==> config.mk <==
export PLATFORM = sky130hd
export DESIGN_NAME = f2f_pair_scheduler
export DESIGN_NICKNAME = d
export VERILOG_FILES = /design/src/rtl/f2f_pair_scheduler.sv
export SDC_FILE = /design/constraint.sdc
export NUM_CORES = 2
export LEC_CHECK = 0
export BUFFER_PORTS_ARGS = -buffer_cell sky130_fd_sc_hd__buf_2
export CAP_MARGIN = 20
export CORE_UTILIZATION = 55
export CTS_CLUSTER_SIZE = 28
export DETAILED_ROUTE_END_ITERATION = 16
export PLACE_DENSITY_LB_ADDON = 0.2
export SETUP_SLACK_MARGIN = 0.4
export SLEW_MARGIN = 20
export SYNTH_ARGS = -nofsm -noshare
export SYNTH_HDL_FRONTEND = slang
export SYNTH_SLANG_ARGS = --single-unit
==> constraint.sdc <==
create_clock -name clk -period 32.1 [get_ports clk]
set_input_delay 1.605 -clock clk [delete_from_list [all_inputs] [get_ports clk]]
set_output_delay 1.605 -clock clk [all_outputs]
set_load 0.1 [all_outputs]
==> src/rtl/f2f_pair_scheduler.sv <==
// Round-robin scheduler that shares one fixed-to-float converter among NUM_REQ requesters.
// Source IDs ride alongside in a tag FIFO; results land in a credit-protected output FIFO.
module f2f_pair_scheduler #(
  parameter int NUM_REQ            = 4,
  parameter int OUT_DEPTH          = 8,
  parameter int POS_STRUCT_WIDTH   = 48,
  parameter int FLOAT_STRUCT_WIDTH = 96,
  parameter int ID_WIDTH           = $clog2(NUM_REQ),
  parameter int CNT_WIDTH          = $clog2(OUT_DEPTH + 1)
) (
  input  logic                                  clk,
  input  logic                                  rst,
  input  logic [NUM_REQ-1:0]                    i_req_valid,
  input  logic [NUM_REQ*POS_STRUCT_WIDTH-1:0]   i_req_home_pos,
  input  logic [NUM_REQ*POS_STRUCT_WIDTH-1:0]   i_req_nb_pos,
  output logic [NUM_REQ-1:0]                    o_req_ready,
  output logic [POS_STRUCT_WIDTH-1:0]           o_f2f_home_pos,
  output logic [POS_STRUCT_WIDTH-1:0]           o_f2f_nb_pos,
  output logic                                  o_f2f_pair_valid,
  input  logic [FLOAT_STRUCT_WIDTH-1:0]         i_f2f_home_pos_float,
  input  logic [FLOAT_STRUCT_WIDTH-1:0]         i_f2f_nb_pos_float,
  input  logic                                  i_f2f_pair_valid,
  output logic                                  o_pair_valid,
  output logic [FLOAT_STRUCT_WIDTH-1:0]         o_home_pos_float,
  output logic [FLOAT_STRUCT_WIDTH-1:0]         o_nb_pos_float,
  output logic [ID_WIDTH-1:0]                   o_src_id,
  input  logic                                  i_pair_ready,
  output logic [CNT_WIDTH-1:0]                  o_outstanding,
  output logic                                  o_err
);

  localparam int AW = (OUT_DEPTH > 1) ? $clog2(OUT_DEPTH) : 1;
  localparam int EW = ID_WIDTH + 2 * FLOAT_STRUCT_WIDTH;

  logic [POS_STRUCT_WIDTH-1:0] home_arr [NUM_REQ];
  logic [POS_STRUCT_WIDTH-1:0] nb_arr   [NUM_REQ];

  logic [ID_WIDTH-1:0]         ptr_q, ptr_d;
  logic [CNT_WIDTH-1:0]        outst_q, outst_d;
  logic [POS_STRUCT_WIDTH-1:0] f2f_home_q, f2f_home_d;
  logic [POS_STRUCT_WIDTH-1:0] f2f_nb_q, f2f_nb_d;
  logic                        f2f_vld_q, f2f_vld_d;
  logic                        err_q, err_d;

  logic [ID_WIDTH-1:0]         tag_mem_q [OUT_DEPTH];
  logic [AW-1:0]               tag_wr_q, tag_wr_d, tag_rd_q, tag_rd_d;
  logic [CNT_WIDTH-1:0]        tag_cnt_q, tag_cnt_d;
  logic [EW-1:0]               out_mem_q [OUT_DEPTH];
  logic [AW-1:0]               out_wr_q, out_wr_d, out_rd_q, out_rd_d;
  logic [CNT_WIDTH-1:0]        out_cnt_q, out_cnt_d;

  logic                        issue_ok_s, grant_found_s, transfer_s;
  logic [ID_WIDTH-1:0]         grant_idx_s;
  int                          scan_idx_s;
  logic [NUM_REQ-1:0]          req_ready_s;
  logic                        tag_pop_s, stray_s, out_full_s, out_pop_s, out_wr_s, out_ovf_s;
  logic [ID_WIDTH-1:0]         tag_head_s;
  logic [EW-1:0]               out_head_s;

  function automatic logic [AW-1:0] ptr_inc(input logic [AW-1:0] p);
    if (p == AW'(OUT_DEPTH - 1)) begin
      return '0;
    end else begin
      return p + AW'(1);
    end
  endfunction

  for (genvar g = 0; g < NUM_REQ; g++) begin : g_unpack
    assign home_arr[g] = i_req_home_pos[g*POS_STRUCT_WIDTH +: POS_STRUCT_WIDTH];
    assign nb_arr[g]   = i_req_nb_pos[g*POS_STRUCT_WIDTH +: POS_STRUCT_WIDTH];
  end

  // Round-robin scan from ptr with wrap; grant is suppressed when credits are exhausted.
  always_comb begin
    grant_found_s = 1'b0;
    grant_idx_s   = '0;
    scan_idx_s    = 0;
    for (int i = 0; i < NUM_REQ; i++) begin
      scan_idx_s = int'(ptr_q) + i;
      if (scan_idx_s >= NUM_REQ) begin
        scan_idx_s = scan_idx_s - NUM_REQ;
      end else begin
        scan_idx_s = scan_idx_s;
      end
      if (!grant_found_s && i_req_valid[ID_WIDTH'(scan_idx_s)]) begin
        grant_found_s = 1'b1;
        grant_idx_s   = ID_WIDTH'(scan_idx_s);
      end else begin
        grant_found_s = grant_found_s;
      end
    end
    issue_ok_s = (outst_q < CNT_WIDTH'(OUT_DEPTH));
    transfer_s = grant_found_s & issue_ok_s & ~rst;
    if (transfer_s) begin
      req_ready_s = {{(NUM_REQ-1){1'b0}}, 1'b1} << grant_idx_s;
    end else begin
      req_ready_s = '0;
    end
  end

  // Next-state for arbiter pointer, credits, issue register and both FIFOs.
  always_comb begin
    tag_head_s = tag_mem_q[tag_rd_q];
    out_head_s = out_mem_q[out_rd_q];
    tag_pop_s  = i_f2f_pair_valid & (tag_cnt_q != '0);
    stray_s    = i_f2f_pair_valid & (tag_cnt_q == '0);
    out_full_s = (out_cnt_q == CNT_WIDTH'(OUT_DEPTH));
    out_pop_s  = (out_cnt_q != '0) & i_pair_ready;
    out_wr_s   = tag_pop_s & (~out_full_s | out_pop_s);
    out_ovf_s  = tag_pop_s & out_full_s & ~out_pop_s;
    err_d      = err_q | stray_s | out_ovf_s;

    ptr_d      = ptr_q;
    f2f_home_d = f2f_home_q;
    f2f_nb_d   = f2f_nb_q;
    f2f_vld_d  = transfer_s;
    if (transfer_s) begin
      ptr_d      = (grant_idx_s == ID_WIDTH'(NUM_REQ - 1)) ? '0 : grant_idx_s + ID_WIDTH'(1);
      f2f_home_d = home_arr[grant_idx_s];
      f2f_nb_d   = nb_arr[grant_idx_s];
    end else begin
      ptr_d      = ptr_q;
    end

    case ({transfer_s, out_pop_s})
      2'b10:   outst_d = outst_q + CNT_WIDTH'(1);
      2'b01:   outst_d = outst_q - CNT_WIDTH'(1);
      default: outst_d = outst_q;
    endcase

    tag_wr_d = transfer_s ? ptr_inc(tag_wr_q) : tag_wr_q;
    tag_rd_d = tag_pop_s  ? ptr_inc(tag_rd_q) : tag_rd_q;
    case ({transfer_s, tag_pop_s})
      2'b10:   tag_cnt_d = tag_cnt_q + CNT_WIDTH'(1);
      2'b01:   tag_cnt_d = tag_cnt_q - CNT_WIDTH'(1);
      default: tag_cnt_d = tag_cnt_q;
    endcase

    out_wr_d = out_wr_s  ? ptr_inc(out_wr_q) : out_wr_q;
    out_rd_d = out_pop_s ? ptr_inc(out_rd_q) : out_rd_q;
    case ({out_wr_s, out_pop_s})
      2'b10:   out_cnt_d = out_cnt_q + CNT_WIDTH'(1);
      2'b01:   out_cnt_d = out_cnt_q - CNT_WIDTH'(1);
      default: out_cnt_d = out_cnt_q;
    endcase
  end

  // State registers with synchronous reset.
  always_ff @(posedge clk) begin
    if (rst) begin
      ptr_q      <= '0;
      outst_q    <= '0;
      f2f_home_q <= '0;
      f2f_nb_q   <= '0;
      f2f_vld_q  <= 1'b0;
      err_q      <= 1'b0;
      tag_wr_q   <= '0;
      tag_rd_q   <= '0;
      tag_cnt_q  <= '0;
      out_wr_q   <= '0;
      out_rd_q   <= '0;
      out_cnt_q  <= '0;
    end else begin
      ptr_q      <= ptr_d;
      outst_q    <= outst_d;
      f2f_home_q <= f2f_home_d;
      f2f_nb_q   <= f2f_nb_d;
      f2f_vld_q  <= f2f_vld_d;
      err_q      <= err_d;
      tag_wr_q   <= tag_wr_d;
      tag_rd_q   <= tag_rd_d;
      tag_cnt_q  <= tag_cnt_d;
      out_wr_q   <= out_wr_d;
      out_rd_q   <= out_rd_d;
      out_cnt_q  <= out_cnt_d;
    end
  end

  // FIFO storage; contents are qualified by the counters, so no reset is needed.
  always_ff @(posedge clk) begin
    if (transfer_s) begin
      tag_mem_q[tag_wr_q] <= grant_idx_s;
    end
    if (out_wr_s && !rst) begin
      out_mem_q[out_wr_q] <= {tag_head_s, i_f2f_home_pos_float, i_f2f_nb_pos_float};
    end
  end

  assign o_req_ready      = req_ready_s;
  assign o_f2f_home_pos   = f2f_home_q;
  assign o_f2f_nb_pos     = f2f_nb_q;
  assign o_f2f_pair_valid = f2f_vld_q;
  assign o_outstanding    = outst_q;
  assign o_err            = err_q;
  // Head fields read as zero while empty so stale storage never shows.
  assign o_pair_valid     = (out_cnt_q != '0);
  assign o_src_id         = o_pair_valid ? out_head_s[EW-1 -: ID_WIDTH] : '0;
  assign o_home_pos_float = o_pair_valid ? out_head_s[2*FLOAT_STRUCT_WIDTH-1 -: FLOAT_STRUCT_WIDTH] : '0;
  assign o_nb_pos_float   = o_pair_valid ? out_head_s[FLOAT_STRUCT_WIDTH-1:0] : '0;

endmodule

# Word-level counts from Yosys, hierarchy flattened
# Memory sizes are Yosys's and may differ from the RTL's. A register that Yosys moved wholly into a read port is not among the register bits.
# Index checks and enable logic that the tools add are counted.
# word_totals
elab_cells,134
out_inout_bits,301
mem_count,2
in_bits,584
ramBits,1568
ff_bits,124
# op_classes
n_eq_ne,12
shifts,1
magnitude_cmp,10
n_addsub,18
n_reduce_logical,14
bitwise,15
muxes,50
# mem_list
name,depth,word_bits,read_ports,rd_clocked_by_memory_dff,wr,line,source
out_mem_q,8,194,1,1,1,48,logic [EW-1:0] out_mem_q [OUT_DEPTH];
tag_mem_q,8,2,1,1,1,45,logic [ID_WIDTH-1:0] tag_mem_q [OUT_DEPTH];
# ops
operator,n
$bmux W48 S2,2
$mux W48,4
$mux W96,2
$mux W3,8
$pmux W4 S2,3
$mux W2,10
$lt A2 B4 Y1 const B,4
$mux W1,16
$add A3 B1 Y3 const B,4
$add A4 B1 Y4 const B,3
$eq A3 B3 Y1 const B,4
$ge A3 B3 Y1 const B,4
$sub A4 B1 Y4 const B,3
$and A1 B1 Y1,8
$bmux W1 S2,4
$eq A2 B2 Y1 const B,4
$reduce_bool A4 Y1,2
$sub A2 B1 Y2 const B,4
$add A2 B2 Y3 const B,2
$eq A2 B1 Y1 const B,3
$reduce_bool A2 Y1,3
$eq A4 B4 Y1 const B,1
$logic_and A1 B1 Y1,4
$logic_not A1 Y1,4
10 further kinds,14

# Depth between registers and ports, before layout
# logic_depth
word_depth,19
ltp_mapped,11
depth_no_buf,11

# Worst setup path after synthesis
# No wires, ideal clock.
# synth_path
path_kind,input -> register
from,in rst
to,"mem out_mem_q[0][0] (netlist bit), enable pin"
required_ps,30810
cell_stages,3
path_slack_ps,9043
arrival_ps,21767
n_path_buf,1
setup_ps,1290
path_cell_list,buf_2 -> nor2_1 -> nor4b_1
# synth_between
elab_chain_cells,4
# synth_rtl
item,line,source
"start, declared",12,"input logic rst,"
$logic_not A1 Y1,184,if (out_wr_s && !rst) begin
$logic_and A1 B1 Y1,184,
$mux W1,184,
$mux W1 (not written as such),185,"out_mem_q[out_wr_q] <= {tag_head_s, i_f2f_home_pos_float, i_f2f_nb_pos_float};"
"end, declared",48,
# Every way passes these cells.

==> metrics.md <==
| Metric | Value |
|---|---|
| Total setup buffers inserted after CTS | `0` |
| Critical Path End | `o_nb_pos_float[78]` |
| Vias in the first global route | `between 30000 and 40000` |
| Routed length on met1 | `71600 µm` |
| Most frequent cells in the layout | `edfxtp_1, buf_2, mux4_2` |
| Static leakage power | `26.6 nW` |
| Slew Viols, Final | `0` |
| Core ar. | `between 0.1 and 0.15 mm²` |
| Peak Freq | `roughly 140 MHz` |
| Worst-path clk slew | `~0.05 ns` |
| Mapped Area | `0.0672 mm²` |
| Resized cells post-CTS | `0` |
| Clk sinks | `between 1500 and 2000` |
| Row Count | `127` |
| Area grow syn2layout | `17.1%` |
| Hpwl dp | `about 130000 µm` |
| Via density | `6.04` |
| Die Span Y | `352 µm` |
| H-Tree Depth | `4` |
| Reg2reg setup slack | `approximately 28 ns` |
| Final worst path period share | `between 20% and 30%` |
| Die width | `around 350 µm` |
| Worst setup EP type | `primary output` |
| DIE AREA | `approximately 0.12 mm²` |
| Worst path depth | `7` |
| Largest delay share family, worst path | `buffers and inverters` |
| First-pass GRT wire length | `around 260000 µm` |
| CP peak stage delay | `around 0.9 ns` |
| RSZ-0062 raised after global routing | `no` |
| IO Count | `885` |
| Cell at the slowest stage of the critical path | `buf_4` |
| CTS Hold Bufs | `0` |
| Longest Clk Path Bufs | `3` |
| Share of cells above drive strength 1 | `between 30% and 40%` |
| Post-synth EDFFs | `1568` |
| Fin crit period | `7.08 ns` |
| Critical Path Most Common Cell | `buf_4` |
| Ordered list of cells on the worst path | `buf_4, buf_4, buf_4, mux4_2, mux2i_1, nor2_1, buf_2` |
| Core Util, Final | `65.3%` |
| Fin. Hold Viols | `0` |
| Max IR drop VDD | `around 0.00014 V` |
| Slew HR | `roughly 27%` |
| Initial antenna violation count | `~100` |
| Reg-to-Reg End | `out_mem_q[7][41]` |
| Final setup viols | `0` |
| Cell area after layout | `roughly 0.08 mm²` |
| Slew @ Worst Pin | `approximately 1.1 ns` |
| Syn avg cell area | `around 19 µm²` |
| DRT Pass-1 Iters | `7` |
| Outcome | `finished clean` |
| Top cells by area, synth | `edfxtp_1, mux4_2, mux2i_1` |
| Met2 wire len | `roughly 92000 µm` |
| Final Net Count | `4954` |
| Post-synthesis sequential area ratio | `between 70 and 80%` |
| Worst Path Required | `a little over 30 ns` |
| Synth async-reset ratio | `0%` |
| Post-synth top area cell | `edfxtp_1` |
| I/O Buffers | `884` |
| CTS root buffer | `clkbuf_16` |
| Min Hold Slack | `between 0.4 and 0.5 ns` |
| YS warnings | `0` |
| Crit path arrival time | `5.47 ns` |
| Critical Path Fanout Max | `approximately 50` |
| GRT Overall Usage | `approximately 31%` |
| Worst-skew pair later-pin latency | `around 0.77 ns` |
| DP Worst Slack | `25.56 ns` |
| Setup crit start kind | `flop` |
| Crit path kind | `reg2out` |
| Total number of vias | `around 37000` |
| Dpl cell area | `between 0.07 and 0.08 mm²` |
| Largest net degree at the start of global routing | `between 100 and 150` |
| Share of the synthesized area in the top cell type | `a little over two thirds` |
| Initial Util | `55.7%` |
| Detailed Route Iter0 Violations | `approximately 3200` |
| Top FF cell, synth | `edfxtp_1` |
| Total CTS buffers | `roughly 170` |
| Buf/Inv on CP | `4` |
| Post-Syn Instances | `between 3000 and 4000` |
| PD cells | `between 90 and 100 mW/mm²` |
| Total Wirelength | `between 150000 and 200000 µm` |
| Reg2reg path depth | `7` |
| Yosys reg bits | `between 1500 and 2000` |
| CTS tree | `built` |
| WL per Instance | `about 31 µm` |
| Routed Antenna Nets | `0` |
| Final worst slack | `~25 ns` |
| Synthesized Nets | `between 4000 and 5000` |
| Global route overflow | `0` |
| # DRC | `0` |
| Hold WC Path Type | `reg2reg` |
| Max Clock Skew | `between 0.03 and 0.04 ns` |
| Max-cap violations | `0` |
| Sum Neg Setup Slack | `0 ns` |
| Count of cell types in the netlist | `48` |
| Leading cell type in the layout, fill and taps excluded | `edfxtp_1` |
| Highest layer used for signal routing | `met5` |
| Gpl congestion | `1.09` |
| Total length of routed met3 wires | `~15000 µm` |
| RR Startpoint | `tag_cnt_q[1]` |
[where the power goes]
part / internal (mW) / total, mW / switching [mW]
Clock: 1.10 / 1.92 / 0.819
Sequential: 2.57 / 2.66 / 0.0920
Combinational: 0.681 / 3.30 / 2.61
[worst min-delay path, cell delays in order (launching register included)]
cell     delay [ns]
dfxtp_1        0.33
a21oi_1        0.04
nor2_1         0.07
[state kept, by name, indices dropped and copies added (netlist names), named ones only]
signal	cells
o_f2f_pair_valid	1
o_outstanding	4
out_wr_q	3
tag_cnt_q	4
o_f2f_nb_pos	48
ptr_q	2
out_cnt_q	4
o_err	1
out_rd_q	3
tag_wr_q	3
tag_mem_q	16
o_f2f_home_pos	48
out_mem_q	1552
tag_rd_q	3
[cell families after synthesis]
logic type,Yosys count,synth area share (%)
mux,688,17.6
xor+xnor,10,0.130
flops,1698,73.9
compound gates,325,3.17
buf+inv,228,1.47
simple gates,489,3.32
fa+ha+maj,22,0.421
[Yosys cell counts, types with 8 or more instances]
library cell,number
inv_1,8
nor2_1,224
a21boi_0,96
buf_2,74
a21oi_1,24
xor2_1,9
o211ai_1,96
mux4_2,392
mux2i_1,294
clkbuf_1,102
nand2_1,121
buf_4,10
nor3_1,9
edfxtp_1,1568
ha_1,21
o21ai_1,94
dfxtp_1,130
buf_1,31
and3_1,98
[cell type report]
cell class              instances  area [µm²]
clock inverters                77         850
repair buffers                936        4880
well taps                    1612        2020
inverters                      11        46.3
diodes                         46         115
multi-input cells            1534       16600
clock buffers                 221        4510
flip-flops and latches       1698       49700
fillers                      8274       41900
[worst min-delay path by stage]
stage               depth (start not counted)  slack, ns            endpoint               start
finish                                      2       0.47               o_err               o_err
global placement                            2       0.45               o_err               o_err
CTS                                         2       0.48   o_f2f_home_pos[7]   o_f2f_home_pos[7]
global route                                2       0.50               o_err               o_err
detailed placement                          2       0.47  o_f2f_home_pos[27]  o_f2f_home_pos[27]
floorplan                                   2       0.45                flop         tag_rd_q[1]
[stage by stage]
step / instances / total power, mW
final: 6135 / 7.87
after detailed placement: 5791 / 6.00
after CTS: 6089 / 7.91
after floorplan: 3460 / 5.30
after global routing: 6116 / 8.09
after global placement: 5791 / 5.99
[layer usage]
layer	vias up	global-route usage, %
li1	15857	-
met3	445	7.19
met1	19167	38.9
met4	44	18.8
met5	-	0
met2	1557	48.5
(Power assumes the default switching activity.)
